## config.mk

```make
export PLATFORM = sky130hd
export DESIGN_NAME = cpu2axi_master
export DESIGN_NICKNAME = d
export VERILOG_FILES = /design/src/rtl/cpu2axi_master.sv
export SDC_FILE = /design/constraint.sdc
export NUM_CORES = 1
export LEC_CHECK = 0
export ABC_AREA = 1
export ABC_CLOCK_PERIOD_IN_PS = 2700
export CORE_ASPECT_RATIO = 1.25
export CORE_MARGIN = 2
export CORE_UTILIZATION = 40
export DETAILED_ROUTE_END_ITERATION = 7
export PLACE_DENSITY = 0.85
export SYNTH_ARGS = -nofsm -noshare
export SYNTH_HDL_FRONTEND = slang
export SYNTH_SLANG_ARGS = --single-unit
```

## constraint.sdc

```tcl
create_clock -name clk -period 2.7 [get_ports clk]
set_clock_uncertainty 0.05 [all_clocks]
set_input_delay 0.27 -clock clk [delete_from_list [all_inputs] [get_ports clk]]
set_output_delay 0.27 -clock clk [all_outputs]
set_load 0.02 [all_outputs]
```

## src/rtl/cpu2axi_master.sv

```systemverilog
// cpu2axi_master: single-outstanding CPU load/store port to AXI4 single-beat master.
module cpu2axi_master #(
  parameter int ID_W_WIDTH = 4,
  parameter int ID_R_WIDTH = 4,
  parameter int ADDR_WIDTH = 16,
  parameter int DATA_WIDTH = 32,
  parameter int CORE_ID    = 0
) (
  input  logic                    clk,
  input  logic                    rst_n,
  input  logic                    req_valid,
  output logic                    req_ready,
  input  logic                    req_we,
  input  logic [ADDR_WIDTH-1:0]   req_addr,
  input  logic [DATA_WIDTH-1:0]   req_wdata,
  input  logic [DATA_WIDTH/8-1:0] req_wstrb,
  output logic                    resp_valid,
  output logic [DATA_WIDTH-1:0]   resp_rdata,
  output logic                    resp_err,
  output logic [ID_W_WIDTH-1:0]   axi_awid,
  output logic [ADDR_WIDTH-1:0]   axi_awaddr,
  output logic [7:0]              axi_awlen,
  output logic [2:0]              axi_awsize,
  output logic [1:0]              axi_awburst,
  output logic                    axi_awvalid,
  input  logic                    axi_awready,
  output logic [DATA_WIDTH-1:0]   axi_wdata,
  output logic [DATA_WIDTH/8-1:0] axi_wstrb,
  output logic                    axi_wlast,
  output logic                    axi_wvalid,
  input  logic                    axi_wready,
  input  logic [ID_W_WIDTH-1:0]   axi_bid,
  input  logic                    axi_bvalid,
  output logic                    axi_bready,
  output logic [ID_R_WIDTH-1:0]   axi_arid,
  output logic [ADDR_WIDTH-1:0]   axi_araddr,
  output logic [7:0]              axi_arlen,
  output logic [2:0]              axi_arsize,
  output logic [1:0]              axi_arburst,
  output logic                    axi_arvalid,
  input  logic                    axi_arready,
  input  logic [ID_R_WIDTH-1:0]   axi_rid,
  input  logic [DATA_WIDTH-1:0]   axi_rdata,
  input  logic                    axi_rlast,
  input  logic                    axi_rvalid,
  output logic                    axi_rready
);
  localparam int LSB = $clog2(DATA_WIDTH/8);
  localparam logic [ADDR_WIDTH-1:0] amask = ~ADDR_WIDTH'((1 << LSB) - 1);
  localparam logic [ID_W_WIDTH-1:0] wid = ID_W_WIDTH'(CORE_ID);
  localparam logic [ID_R_WIDTH-1:0] rid = ID_R_WIDTH'(CORE_ID);
  typedef enum logic [2:0] {IDLE, AR, R, WR, B, RESP} state_t;
  state_t state, state_n;
  logic [ADDR_WIDTH-1:0] addr_q;
  logic [DATA_WIDTH-1:0] wdata_q;
  logic [DATA_WIDTH/8-1:0] wstrb_q;
  logic aw_done, w_done, accept;
  assign req_ready   = state == IDLE;
  assign accept      = req_valid && req_ready;
  assign resp_valid  = state == RESP;
  assign axi_arvalid = state == AR;
  assign axi_rready  = state == R;
  assign axi_awvalid = state == WR && !aw_done;
  assign axi_wvalid  = state == WR && !w_done;
  assign axi_bready  = state == B;
  assign axi_awid    = wid;
  assign axi_arid    = rid;
  assign axi_awaddr  = addr_q;
  assign axi_araddr  = addr_q;
  assign axi_awlen   = 8'd0;
  assign axi_arlen   = 8'd0;
  assign axi_awsize  = 3'(LSB);
  assign axi_arsize  = 3'(LSB);
  assign axi_awburst = 2'b01;
  assign axi_arburst = 2'b01;
  assign axi_wdata   = wdata_q;
  assign axi_wstrb   = wstrb_q;
  assign axi_wlast   = axi_wvalid;
  always_comb begin
    state_n = state;
    unique case (state)
      IDLE:    state_n = accept ? (req_we ? WR : AR) : IDLE;
      AR:      state_n = axi_arready ? R : AR;
      R:       state_n = axi_rvalid ? RESP : R;
      WR:      state_n = (aw_done || axi_awready) && (w_done || axi_wready) ? B : WR;
      B:       state_n = axi_bvalid ? RESP : B;
      RESP:    state_n = IDLE;
      default: state_n = IDLE;
    endcase
  end
  always_ff @(posedge clk or negedge rst_n) begin
    if (!rst_n) begin
      state      <= IDLE;
      addr_q     <= '0;
      wdata_q    <= '0;
      wstrb_q    <= '0;
      aw_done    <= 1'b0;
      w_done     <= 1'b0;
      resp_rdata <= '0;
      resp_err   <= 1'b0;
    end else begin
      state <= state_n;
      if (accept) begin
        addr_q  <= req_addr & amask;
        wdata_q <= req_wdata;
        wstrb_q <= req_wstrb;
        aw_done <= 1'b0;
        w_done  <= 1'b0;
      end
      if (axi_awvalid && axi_awready) aw_done <= 1'b1;
      if (axi_wvalid && axi_wready) w_done <= 1'b1;
      if (axi_rready && axi_rvalid) begin
        resp_rdata <= axi_rdata;
        resp_err   <= axi_rid != rid || !axi_rlast;
      end
      if (axi_bready && axi_bvalid) begin
        resp_rdata <= '0;
        resp_err   <= axi_bid != wid;
      end
    end
  end
endmodule

```

==> summary.txt <==
Status
  – Outcome: completed

Logic synthesis
  – Cell taking the most area after synthesis: dfrtp_1
  – Dominant combinational cell family by area after synthesis: simple AND/OR/NAND/NOR gates
  – Simple-gate area share of the yosys netlist: 0.224
  – Yosys warning count: 0
  – Avg Inst Size Synth: 8.55 sq um
  – Number of synthesized flops with an enable pin: 0
  – Ys flop type: dfrtp_1
  – Share of synthesized registers carrying an async set or reset: 1.00
  – Post-synthesis compound-gate area fraction: 0.0430
  – Top post-synthesis cells by count: nand2_1 (196), dfrtp_1 (88), buf_4 (61)
  – Adder and majority cell fraction of the synthesized area: 0
  – Cell types occupying the most area after synthesis: dfrtp_1 (56%), nand2_1 (19%), buf_4 (12%)
  – Mux contribution to synthesized area: 0
  – Leading cell type by number of instances after synthesis: nand2_1
  – Proportion of netlist area held by the largest area contributor: 0.556
  – Part of the Yosys area used for sequential elements: 0.556
  – Number of instances in the synthesized netlist: 463
  – Number of distinct library cells after synthesis: 19
  – Synth Register Bits: 88
  – Post-synthesis share of cell area spent on xor and xnor gates: 0
  – Area of the mapped netlist: just under 4000 sq um

Floorplan
  – Height of the die: between 100 and 150 microns
  – Die X-Extent: 93.0 microns
  – Area of the die: 10700 sq um
  – Placeable core region: 9610 sq um
  – Initial Utilization: 0.412
  – Boundary pin count: 245
  – Row count: 40

CTS
  – Number of H-tree levels: 3
  – Insertion delay to the later sink of the worst-skew pair: 0.33 ns
  – Clock-pin slew reported for the worst setup and hold paths after clock tree synthesis: 0.06 ns
  – Sinks on the clock net: 88
  – Resized cells post-CTS: 0
  – Number of hold-repair buffers added at the cts stage: 0
  – Post-CTS setup buffer count: 0
  – Clock tree from TritonCTS: yes
  – Number of buffers created by CTS: 9
  – Root buffer cell: clkbuf_16
  – Deepest clock path buffer count: 2

Finish
  – Fill cell instance count of the final layout: 779
  – Post-synthesis to final-layout area growth: 54.3%
  – Share of cells above drive strength 1: 0.0398
  – Count of inserted antenna diode cells: 0
  – Util after Layout: 0.635
  – Nets: 750

Timing
  – Max-slew violation count: 0
  – Minimum clock period after layout: 2.24 ns
  – Final cycle utilization of the critical path: 0.830
  – Actual transition at the worst max-transition pin: 1.09 ns
  – Setup Viol. Count Final: 0
  – Number of endpoints with negative hold slack in the final report: 0
  – Slew HR: 0.272
  – Fmax: ~450 MHz
  – Setup total negative slack: 0 ns
  – Setup repair after global routing missed its margin: no

Global route
  – GRT Total Usage: 0.191
  – Global-route wire length before repair: 16.0 mm
  – Largest net degree at the start of global routing: 89
  – Global route overflow: 0
  – Via count of the first global-routing pass: 3281
  – Initial antenna violation count: 0

Critical path
  – Critical path, cell by cell: nand2_1, nor2_1, inv_1, nor2_1, clkdlybuf4s50_1
  – Crit-path slowest cell: clkdlybuf4s50_1
  – Kind of start point of the critical path: register
  – Worst Path Required: 2.38 ns
  – Cell repeated most along the worst path: nor2_1
  – Max incr delay on CP: about 0.66 ns
  – Crit Path Category: reg -> out
  – Crit. End Element: output port
  – Maximum fanout along the worst path: 4
  – Data arrival at the endpoint of the critical path: 1.92 ns

Drt
  – Topmost layer with routed signal wires: met4
  – Count of antenna-violating nets left after detailed routing: 0
  – Initial detailed-routing violation count: 102
  – DRC errors left: 0
  – Total routed wire length on the met1 layer: 4.05 mm
  – DRT Pass-1 Iters: 4
  – WL met2: 5.44 mm
  – Via count: 3451
  – Number of vias per cell: 4.43
  – Total routed wirelength: about 10 mm
  – Wire length on met3: around 750 microns
  – Routed len/inst: 13.4 microns

Power
  – Largest voltage drop on the vdd net: 0.565 mV
  – Pwr Density: 1170 nW/um^2
  – Leak pwr: 0.00295 uW

Place
  – # port buffers: 204
  – Placer's final routability congestion estimate: 0.744
  – Half-perimeter wire length after placement: 7.65 mm

Flow run
  – Reported max-cap violation count: 0

Hold path
  – Classification of the worst-slack hold path: in -> async
metal layers:
layer,track usage,vias to the layer above
li1,-,1672
met1,0.217,1603
met2,0.343,159
met3,0.0472,17
met4,0.0745,0
met5,0,-
critical path, delay by kind of cell, from the launching register on:
kind,cells,cell delay (ns)
buffers and inverters,2,0.74
AND/OR/NAND/NOR,3,0.44
flip-flops,1,0.42
power breakdown:
part | leakage (uW) | internal (uW) | switching (uW)
sequential | 0.00110 | 1920 | 369
clock | 0.000153 | 770 | 500
combinational | 0.00169 | 1630 | 1960
total | 0.00295 | 4320 | 2830
path summary, 6_finish.rpt:
path                          startpoint             to  slack, ns  cells after the start
max                             state[1]      axi_wlast       0.46                      5
min reg2reg                axi_wdata[14]  axi_wdata[14]       0.43                      2
min                                rst_n  axi_araddr[7]        0.1                      1
max reg2reg                     state[1]  axi_wdata[10]       0.98                      5
max in group asynchronous          rst_n  axi_wdata[28]       1.81                      1
min in group clk           req_wdata[14]  axi_wdata[14]       0.42                      3
state kept, by name (all words and copies together), names as in the netlist:
signal,flops
axi_wdata,32
resp_rdata,32
axi_araddr,14
axi_wstrb,4
state,3
aw_done,1
resp_err,1
w_done,1
logic make-up (layout without fill, tap and decap cells):
| kind of cell | count (synthesis) | in the layout |
|---|---|---|
| AND/OR/NAND/NOR | 223 | 223 |
| buffers and inverters | 116 | 270 |
| flip-flops | 88 | 88 |
| AO/OA/AOI/OAI | 34 | 34 |
| other | 2 | 38 |
metrics by stage:
stage | cells | power (uW) | instance area, sq um | worst slack (ns) | hold WS [ns]
final | 779 | 7160 | 6100 | 0.459 | 0.0979
after global routing | 779 | 7590 | 6100 | 0.295 | 0.188
after CTS | 779 | 7230 | 6100 | 0.422 | 0.132
after detailed placement | 763 | 5920 | 5800 | 0.805 | 0.416
after global placement | 763 | 5810 | 5800 | 0.816 | 0.413
after floorplan | 499 | 4290 | 4090 | 1.16 | -0.0756
cell usage in the layout, fill, tap and decap left out, types with 3 or more instances in the layout:
master	count
clkdlybuf4s50_1	203
o21ai_0	21
clkbuf_16	9
conb_1	38
dfrtp_1	88
nor2_1	9
inv_1	45
nand3_1	8
o21ai_1	13
nand4_1	3
buf_4	4
nand2_1	196
cell type report:
type	count	area (sq um)	area share
flip-flops and latches	88	2200	0.361
repair buffers	207	2060	0.338
multi-input cells	295	1200	0.196
clock buffers	12	256	0.0420
inverters	47	176	0.0289
well taps	126	158	0.0258
clock inverters	4	52.6	0.00861
(Power assumes the default switching activity.)
